File: config.mk
export PLATFORM = sky130hd
export DESIGN_NAME = if_fetch_queue
export DESIGN_NICKNAME = d
export VERILOG_FILES = /design/src/rtl/arm_pkg.sv /design/src/rtl/fq_storage.sv /design/src/rtl/if_fetch_queue.sv
export SDC_FILE = /design/constraint.sdc
export NUM_CORES = 1
export LEC_CHECK = 0
export CORE_ASPECT_RATIO = 1.75
export CORE_UTILIZATION = 60
export CTS_BUF_LIST = sky130_fd_sc_hd__clkbuf_4
export CTS_CLUSTER_SIZE = 28
export DETAILED_ROUTE_END_ITERATION = 6
export GPL_TIMING_DRIVEN = 0
export PLACE_DENSITY = 0.9
export SYNTH_ARGS = -nofsm -noshare
export SYNTH_HDL_FRONTEND = slang
export SYNTH_SLANG_ARGS = --single-unit
File: constraint.sdc
create_clock -name clk -period 13.4 [get_ports clk]
set_clock_uncertainty 0.2 [all_clocks]
set_input_delay 2.01 -clock clk [delete_from_list [all_inputs] [get_ports clk]]
set_output_delay 2.01 -clock clk [all_outputs]
set_load 0.02 [all_outputs]
File: src/rtl/arm_pkg.sv
// Shared ARM pipeline constants and the fetch-queue entry type.
package arm_pkg;

   localparam int unsigned WORD_W   = 32;
   localparam int unsigned FQ_DEPTH = 4;

   localparam logic [WORD_W-1:0] NOP_INSTR = 32'h0;

   typedef struct packed {
      logic [WORD_W-1:0] pc;
      logic [WORD_W-1:0] instruction;
   } fq_entry_t;

endpackage

File: src/rtl/fq_storage.sv
// Fetch-queue entry array: one synchronous write port, one asynchronous read port.
module fq_storage #(
   parameter int unsigned DATA_W = 64,
   parameter int unsigned DEPTH  = 4,
   parameter int unsigned ADDR_W = $clog2(DEPTH)
) (
   input  logic              clk,
   input  logic              we,
   input  logic [ADDR_W-1:0] waddr,
   input  logic [DATA_W-1:0] wdata,
   input  logic [ADDR_W-1:0] raddr,
   output logic [DATA_W-1:0] rdata
);

   // Contents are deliberately left unreset; the queue masks reads while empty.
   logic [DATA_W-1:0] mem [DEPTH];

   always_ff @(posedge clk) begin
      if (we) begin
         mem[waddr] <= wdata;
      end
   end

   assign rdata = mem[raddr];

endmodule

File: src/rtl/if_fetch_queue.sv
// IF->ID prefetch queue of {PC, instruction} pairs; in_ready doubles as IF's ~freeze.
module if_fetch_queue
   import arm_pkg::*;
#(
   parameter int unsigned WIDTH = WORD_W,
   parameter int unsigned DEPTH = FQ_DEPTH,
   parameter int unsigned CNT_W = $clog2(DEPTH) + 1
) (
   input  logic             clk,
   input  logic             rst,
   input  logic             in_valid,
   input  logic [WIDTH-1:0] in_pc,
   input  logic [WIDTH-1:0] in_instruction,
   output logic             in_ready,
   input  logic             flush,
   input  logic             out_ready,
   output logic             out_valid,
   output logic [WIDTH-1:0] out_pc,
   output logic [WIDTH-1:0] out_instruction,
   output logic [CNT_W-1:0] count
);

   localparam int unsigned AW = $clog2(DEPTH);
   localparam int unsigned PW = AW + 1;

   logic [PW-1:0]      wr_ptr, rd_ptr;
   logic [CNT_W-1:0]   count_q;
   logic               empty, full, push, pop;
   logic [2*WIDTH-1:0] rdata;

   // Pointers carry one extra wrap bit so full and empty are distinguishable.
   assign empty = (wr_ptr == rd_ptr);
   assign full  = (wr_ptr[AW-1:0] == rd_ptr[AW-1:0]) && (wr_ptr[AW] != rd_ptr[AW]);

   assign in_ready  = ~full;
   assign out_valid = ~empty;
   assign push      = in_valid & in_ready & ~flush;
   assign pop       = out_valid & out_ready & ~flush;

   always_ff @(posedge clk) begin
      if (!rst) begin
         wr_ptr  <= '0;
         rd_ptr  <= '0;
         count_q <= '0;
      end else if (flush) begin
         wr_ptr  <= '0;
         rd_ptr  <= '0;
         count_q <= '0;
      end else begin
         if (push) begin
            wr_ptr <= wr_ptr + PW'(1);
         end
         if (pop) begin
            rd_ptr <= rd_ptr + PW'(1);
         end
         count_q <= count_q + CNT_W'(push) - CNT_W'(pop);
      end
   end

   fq_storage #(
      .DATA_W (2 * WIDTH),
      .DEPTH  (DEPTH),
      .ADDR_W (AW)
   ) u_storage (
      .clk   (clk),
      .we    (push),
      .waddr (wr_ptr[AW-1:0]),
      .wdata ({in_pc, in_instruction}),
      .raddr (rd_ptr[AW-1:0]),
      .rdata (rdata)
   );

   // Empty queue presents a NOP bubble rather than stale storage.
   assign out_pc          = empty ? '0 : rdata[2*WIDTH-1:WIDTH];
   assign out_instruction = empty ? '0 : rdata[WIDTH-1:0];
   assign count           = count_q;

endmodule
==> impl_metrics.tcl <==
set metrics [dict create \
    timing.max_slew.rel_slack 0.537 \
    ctsHoldBuffers 0 \
    worstMarginPinSlew_ns 0.693 \
    clock-sinks 267 \
    syn_nets 564 \
    worstSetupStartpointType "flop" \
    die_width_um 103 \
    rsz0062_at_grt "no" \
    synth-edff-count 256 \
    placeable_core_region_sq_um 17500 \
    timing.hold.worst_path_depth 2 \
    asyncSetResetFlopFracSynth 0 \
    firstDrtPassIters 4 \
    critical-path-max-stage-delay_ns 0.64 \
    synth.yosys.seq_area_share 0.734 \
    die_height_um 179 \
    critical_path_class "reg -> out" \
    boundaryPins 138 \
    floorplan.initialDensity 0.614 \
    leakagePower_nw 4.36 \
    max_cap_violations 0 \
    clk_path_buf_depth 3 \
    num-nets-final 763 \
    placed_cell_area_sq_um 12600 \
    post_synth_cell_types 39 \
    clk_pin_slew_worst_paths_ns 0.07 \
    yosys_register_bits 267 \
    cts_setup_buffers 0 \
    timing.hold.ws_ns 0.382 \
    cp.required_ns 11.19 \
    dp_hpwl_um 13200 \
    synth_ff_type "edfxtp_1" \
    power_density_nw_per_um2 124 \
    finalNonFillerCells 959 \
    final-hold-violation-count 0 \
    largest_area_contributor_in_the_netlist "edfxtp_1" \
    tritoncts_clock_tree "yes" \
    synth_top_cells_by_area "edfxtp_1 (71%), mux4_2 (13%), nor2b_4 (5.1%), dfxtp_1 (2.0%), nor2b_1 (1.4%)" \
    synth_top_cell_area_share 0.714 \
    placed_cells_incl_taps 861 \
    pre_cts_slack_ns 8.85 \
    port_buffers 137 \
    max_freq_mhz 195 \
    detail_route.iter0.violations 209 \
    first_global_vias 5882 \
    cts_root_buffer "clkbuf_4" \
    post_route_cells_drive_above_1_share 0.304 \
    drt_via_density 5.63 \
    period_utilisation_layout 0.383 \
    area.growth.synth_to_final_pct 23.3 \
    number_of_vias_in_the_routed_layout 5401 \
    report.final.setup_viol 0 \
    drt_drc_violations_left 0 \
    cts-buffers-inserted 54 \
    post_drt_wl_per_cell_um 20.9 \
    fin_ws_ns 8.27 \
    outcome "completed" \
    synth_warnings 0 \
    vdd_ir_drop_max_mv 0.0999 \
    gp_routability_congestion 0.849 \
    drt-total-wl_um 20100 \
    antenna_left 0 \
    worst_setup_path_end_kind "output pin" \
    slew_viol_final 0 \
    die_ar_sq_um 18500 \
    grt_use_total 0.227 \
    worstPathArrival_ns 2.92 \
    min_period_ns 5.13 \
    path_cells "clkbuf_1 > buf_2 > mux4_2 > nor2b_1 > clkdlybuf4s50_1" \
    insertion_delay_ns 0.59 \
    post_cts.resized_instances 0 \
    crit_path_max_fanout 10 \
    overflow 0 \
    first_pass_grt_wire_length_um 30500 \
    synthesis.area_per_instance_sq_um 22.1 \
    synthCells 487 \
    netlist_area_sq_um 10800 \
    final_area_sq_um 13300 \
    cp_slowest_cell "clkdlybuf4s50_1" \
    largest_net_degree_at_the_start_of_global_routing 57 \
    antenna_violations_before_repair 1 \
    rows 64 \
    cts_max_level 2 \
    worst_hold_path_type "reg -> reg" \
    totalNegativeSetupSlack_ns 0 \
    reg2regPathDepth 10 \
]
## worst max-delay path, delay by kind of cell, from the launching register on
family / cells / cell delay, ns
buf+inv: 3 / 1.56
flops: 1 / 0.31
mux: 1 / 0.25
simple gates: 1 / 0.21
## worst paths after layout
| kind | slack, ns | from | endpoint |
|---|---|---|---|
| max | 8.27 | flop | out_pc[13] |
| min | 0.38 | rd_ptr[2] | rd_ptr[2] |
| max reg2reg | 10.51 | rd_ptr[0] | count[2] |
| min reg2reg | 0.38 | rd_ptr[2] | rd_ptr[2] |
## layer usage
layer | global-route usage | share of wire | vias up
met1 | 0.256 | 0.36 | 2759
met5 | 0 | 0 | -
li1 | - | - | 2404
met2 | 0.408 | 0.56 | 183
met4 | 0.110 | 0.033 | 0
met3 | 0.0402 | 0.043 | 55
## flip-flops by register name, indices dropped and copies added, names as in the netlist, named ones only
signal,cells
u_storage.mem,256
rd_ptr,3
wr_ptr,3
count,3
## logic make-up (layout without fill, tap and decap cells)
kind of cell	after synthesis	count (layout)	synth area share
adder cells (fa/ha/maj)	8	8	0.00999
AND/OR/NAND/NOR	93	93	0.0819
other	0	1	0
buffers and inverters	30	270	0.0199
multiplexers	64	64	0.134
flip-flops	267	267	0.734
XOR/XNOR	8	8	0.00859
AO/OA/AOI/OAI	17	17	0.0118
## layout by cell type (no fill, tap or decap), drive strengths merged, types with 2 or more instances in the layout
| master | synthesis | layout |
|---|---|---|
| edfxtp | 256 | 256 |
| clkdlybuf4s50 | 0 | 137 |
| clkbuf | 2 | 85 |
| mux4 | 64 | 64 |
| nor2b | 64 | 64 |
| buf | 20 | 26 |
| clkinv | 0 | 14 |
| dfxtp | 11 | 11 |
| inv | 8 | 8 |
| ha | 7 | 7 |
| xnor2 | 5 | 5 |
| nand2 | 5 | 5 |
| and2 | 5 | 5 |
| nand3 | 4 | 4 |
| xor2 | 3 | 3 |
| and2b | 3 | 3 |
| o211ai | 3 | 3 |
| nor2 | 2 | 2 |
| o21ai | 2 | 2 |
| nand2b | 2 | 2 |
| o311ai | 2 | 2 |
| o221ai | 2 | 2 |
| a211o | 2 | 2 |
| a31oi | 2 | 2 |
| nor3 | 2 | 2 |
## power by group
part           switching (mW)  internal, mW  leakage (nW)
clock network           0.274         0.281         0.404
logic                  0.0745        0.0804          1.55
registers             0.00419         0.929          2.41
total                   0.353          1.29          4.36
## metrics by stage
stage | utilization | power (mW)
finish | 0.758 | 1.64
global route | 0.758 | 1.71
CTS | 0.758 | 1.66
detailed placement | 0.719 | 1.11
global placement | 0.709 | 1.10
floorplan | - | 1.04
## final cells by class
type,count,area (sq um)
Sequential cell,267,7910
Fill cell,974,4250
Multi-Input combinational cell,190,2670
Timing Repair Buffer,143,1530
Clock buffer,83,623
Tap cell,231,289
Buffer,22,184
Clock inverter,14,52.6
Inverter,8,30.0
Antenna cell,1,2.50
## synthesized netlist by cell type, types with 3 or more instances
master / n
ha_1: 7
o211ai_1: 3
nor2b_4: 40
dfxtp_1: 11
nand2_1: 5
nor2b_1: 24
and2b_1: 3
xor2_2: 3
buf_2: 11
buf_4: 4
inv_1: 8
buf_12: 4
and2_1: 5
edfxtp_1: 256
xnor2_1: 5
nand3_1: 4
mux4_2: 64
Note: power is estimated with default switching activity, not from simulation.
==> RTL edit 1: new RTL, same settings <==
The package constant `WORD_W` goes from 32 to 64.
--- a/src/rtl/arm_pkg.sv
+++ b/src/rtl/arm_pkg.sv
@@ -1,7 +1,7 @@
 // Shared ARM pipeline constants and the fetch-queue entry type.
 package arm_pkg;
 
-   localparam int unsigned WORD_W   = 32;
+   localparam int unsigned WORD_W   = 64;
    localparam int unsigned FQ_DEPTH = 4;
 
    localparam logic [WORD_W-1:0] NOP_INSTR = 32'h0;
Interface: changed (resized in_instruction, in_pc, out_instruction and out_pc); port bits go from 138 to 266. The function was not compared with the original's and may differ.
==> RTL edit 1 against the original RTL <==
- power up 97%
- worst setup slack worse by 0.27 ns
- maximum frequency down 5.0%
- core utilization down 0.79 points
- design area up 94%
- wire length up 110%
- clock power up 98%
- register-to-register slack worse by 0.32 ns
- worst hold slack worse by 0.0037 ns
- non-clock buffer count up 156
- sequential cell count up 256
- synthesized cell count up 83%
- area after synthesis up 94%
- sequential power up 96%
==> RTL edit 1: results (changes against the original RTL) <==
* Status: finished clean (unchanged)
* Reg-to-reg endpoint: u_storage.mem[3][25]$_DFFE_PP_ (was count[2]$_SDFF_PP0_)
* Synthesized net count at 1033 (was 564)
* Initial antenna violation count at 9 (was 1)
* Number of global-route vias before repair at 11.6k (was 5882)
* DP Area at 24500 um2 (was 12600 um2)
* Max incr delay on CP at 0.60 ns (was 0.64 ns)
* Worst EP arrival at 3.19 ns (was 2.92 ns)
* Via count at 10.3k (was 5401)
* Placed cell count at 1630 (was 861)
* Max FFs per register at 512 (was 256)
* CTS buffer count at 108 (was 54)
* DR WL/cell at 22.9 um (was 20.9 um)
* Reg2reg setup slack at 10.19 ns (was 10.51 ns)
* WHS Endpoint: wr_ptr[2]$_SDFFE_PP0P_ (was rd_ptr[2]$_SDFFE_PP0P_)
* Top post-synthesis cells by count: edfxtp_1, mux4_2, nor2b_4 (unchanged)
* Pre-CTS WS at 8.50 ns (was 8.85 ns)
* Synth Area in Compound Gates at 0.610% (was 1.18%)
* Largest cells by area after synthesis: edfxtp_1, mux4_2, nor2b_4, buf_12, dfxtp_1 (was edfxtp_1, mux4_2, nor2b_4, dfxtp_1, nor2b_1)
* Sequential share of power at 56.5% (was 56.8%)
* Library cells used by synthesis at 38 (was 39)
* Final Core Density at 75.0% (was 75.8%)
* First-pass GRT wire length at 63600 um (was 30500 um)
* P_comb at 0.312 mW (was 0.155 mW)
* Placer Congestion at 0.744 (was 0.849)
* VDD IR max at 0.0910 mV (was 0.0999 mV)
* XOR/XNOR Fraction of Synth Area at 0.442% (was 0.859%)
* Share of cells above drive strength 1 at 31.5% (was 30.4%)
* Synth Area in Adders at 0.514% (was 0.999%)
* HP Start: wr_ptr[2]$_SDFFE_PP0P_ (was rd_ptr[2]$_SDFFE_PP0P_)
* Post-synthesis mux area share at 13.8% (was 13.4%)
* Syn_area_per_cell at 23.5 um2 (was 22.1 um2)
* Final Non-Filler Cells at 1834 (was 959)
* Port bufs at 265 (was 137)
* Total track usage at 24.7% (was 22.7%)
## RTL edit 1: changes by cell type after synthesis, sizes merged
cell / change
buf: +11
nor2b: +67
clkbuf: +10
mux4: +64
edfxtp: +256
and2b: -3
## RTL edit 1: how the worst max path moves through the flow
stage / slack, ns / to / startpoint / depth (start not counted)
3_3_place_gp: -1.27 / u_storage.mem[3][15]$_DFFE_PP_ / flush / 3
3_5_place_dp: 8.50 / u_storage.mem[3][20]$_DFFE_PP_ / flush / 6
5_1_grt: 7.83 / out_pc[11] / flip-flop / 5
2_1_floorplan: 4.15 / u_storage.mem[3][0]$_DFFE_PP_ / flush / 2
6_report: 8.00 / out_pc[16] / flip-flop / 5
4_1_cts: 7.89 / out_pc[16] / flip-flop / 5
## RTL edit 1: cell type report
type	count	area share [%]
Sequential cell	523	60.4
Multi-Input combinational cell	318	19.2
Timing Repair Buffer	278	11.5
Clock buffer	142	4.13
Tap cell	460	2.23
Buffer	43	1.42
Clock inverter	53	0.944
Inverter	8	0.116
Antenna cell	9	0.0872
==> RTL edit 2: new RTL, same settings <==
Without the edit above. Make the reset (`rst`) asynchronous in one clocked block.
--- a/src/rtl/if_fetch_queue.sv
+++ b/src/rtl/if_fetch_queue.sv
@@ -37,7 +37,7 @@
    assign push      = in_valid & in_ready & ~flush;
    assign pop       = out_valid & out_ready & ~flush;
 
-   always_ff @(posedge clk) begin
+   always_ff @(posedge clk or negedge rst) begin
       if (!rst) begin
          wr_ptr  <= '0;
          rd_ptr  <= '0;
Check against the original RTL: differs if rst is asserted again (counterexample within 4 cycles, from zero or initial values and one cycle with rst low); with rst held inactive, the same outputs for 4 cycles.
==> RTL edit 2 against the original RTL <==
- wire length increased by 0.98%
- critical path type unchanged
- worst setup slack got worse by 0.16 ns
- maximum frequency down 3.1%
- sequential cell count shrank 2
- design area decreased by 3.3%
- area after synthesis decreased by 3.3%
- non-clock buffer count up 1
Power is not compared: it rests on default switching activity, and its combinational part moved more than twofold at a synthesized area within 25%.
==> RTL edit 2: results (changes against the original RTL) <==
* Largest cells by area after synthesis: edfxtp_1, mux4_2, nor2b_1, dfrtp_1, ha_1 (was edfxtp_1, mux4_2, nor2b_4, dfxtp_1, nor2b_1)
* Placer Congestion at 0.771 (was 0.849)
* Final Non-Filler Cells at 957 (was 959)
* Ys async rst share at 3.40% (was 0%)
* Status: finished clean (unchanged)
* R2R depth at 12 (was 10)
* Fin Hold WS at 0.448 ns (was 0.382 ns)
* VDD IR max at 0.134 mV
* Top post-synthesis cells by count: edfxtp_1, nor2b_1, mux4_2 (was edfxtp_1, mux4_2, nor2b_4)
* Clock slew at reported path FFs at 0.08 ns
* Fillers at 986 (was 974)
* Post-CTS Resized at 0 (unchanged)
* Power Internal at 1.70 mW
* Largest net degree at the start of global routing at 39 (was 57)
* Pleak at 4.21 nW
* Sequential share of the synthesized area at 75.9% (was 73.4%)
* CP Max Fanout at 10 (unchanged)
* # nets final at 765 (was 763)
* Setup bufs post-CTS at 0 (unchanged)
* Hold Crit Depth at 2 (unchanged)
* Pre-CTS WS at 8.36 ns (was 8.85 ns)
* EDFF count, synth at 256 (unchanged)
* Reg2reg setup slack at 10.12 ns (was 10.51 ns)
* Post-detail-place hpwl at 12900 um (was 13200 um)
* Placed cell count at 859 (was 861)
* Number of global-route vias before repair at 6071 (was 5882)
* Total track usage at 24.1% (was 22.7%)
* Library cells used by synthesis at 35 (was 39)
* Port bufs at 137 (unchanged)
* DR WL/cell at 21.2 um (was 20.9 um)
* Via-to-Cell Ratio at 5.74 (was 5.63)
* First-pass GRT wire length at 31400 um (was 30500 um)
* Share of cells above drive strength 1 at 24.6% (was 30.4%)
* Worst EP arrival at 3.09 ns (was 2.92 ns)
* CTS root buf: clkbuf_4 (unchanged)
* Post-layout minimum cycle time at 5.30 ns (was 5.13 ns)
* Initial antenna violation count at 1 (unchanged)
* H-tree Lvls at 2 (unchanged)
* Max_slew headroom at 54.8% (was 53.7%)
* DRT Pass-1 Iters at 5 (was 4)
* Synthesized net count at 568 (was 564)
* Synth Warn # at 0 (unchanged)
* Synth Instances at 491 (was 487)
* Worst skew pair latency at 0.62 ns (was 0.59 ns)
* DRT iter0 DRCs at 252 (was 209)
* Max FFs per register at 256 (unchanged)
-- RTL edit 2: cell types whose count changed in the layout (fill, tap and decap cells not counted), moves of 5 or more --
cell      change
dfrtp_1       +9
buf_16        -5
dfxtp_1      -11
nor2b_4      -40
nor2b_1      +44
clkbuf_1      +6
-- RTL edit 2: final timing paths --
check,start,end
worst max-delay path,rd_ptr[1]$_DFFE_PN0P_,out_pc[15]
worst min-delay path,count[0]$_DFF_PN0_,count[0]$_DFF_PN0_
worst max register to register,rd_ptr[1]$_DFFE_PN0P_,count[2]$_DFF_PN0_
worst min register to register,count[0]$_DFF_PN0_,count[0]$_DFF_PN0_
max in group asynchronous,rst,count[2]$_DFF_PN0_
min in group asynchronous,rst,wr_ptr[2]$_DFFE_PN0P_
-- RTL edit 2: power groups by stage --
stage / Combinational [mW] / Sequential (mW) / Clock [mW]
final: 0.970 / 0.992 / 0.557
after global routing: 1.03 / 0.996 / 0.610
after CTS: 0.981 / 0.992 / 0.573
after detailed placement: 0.975 / 1.01 / 0
after global placement: 0.944 / 1.01 / 0
after floorplan: 0.546 / 1.01 / 0
-- RTL edit 2: cell type report --
type                            count  area share [%]
Sequential cell                   265            61.6
Inverter                            8           0.234
Timing Repair Buffer              141            11.3
Antenna cell                        1          0.0195
Multi-Input combinational cell    193            18.4
Tap cell                          227            2.21
Buffer                             25           0.993
Clock inverter                     16           0.536
Clock buffer                       81            4.73
-- RTL edit 2: per-layer routing --
metal  global-route usage, %  routed length [um]  share of wire [%]
met1                    27.9                6940                 34
met2                    42.6               11500                 57
met3                    5.34                1270                6.2
met4                    10.4                 595                2.9
met5                       0                   0                  0
-- RTL edit 2: stage by stage --
stage	instance area, um2	total power, mW
6_report	12800	2.52
3_3_place_gp	12100	1.96
2_1_floorplan	10400	1.56
3_5_place_dp	12200	1.99
4_1_cts	12800	2.55
5_1_grt	12800	2.64
-- RTL edit 2: cell families after synthesis --
kind of cell | after synthesis | synth area share, %
adders and majority gates | 8 | 1.03
muxes | 64 | 13.8
and+or+nand+nor | 98 | 5.87
DFF | 265 | 75.9
xor gates and xnor gates | 8 | 0.888
buffers and inverters | 33 | 1.51
AOI/OAI and AO/OA | 15 | 0.948
-- RTL edit 2: critical path, cell delays in order, from the launching register on --
cell	delay [ns]
dfrtp_1	0.35
buf_2	0.24
xor2_1	0.41
nor3_1	0.13
buf_2	0.24
buf_2	0.23
nor2b_1	0.21
clkdlybuf4s50_1	0.64
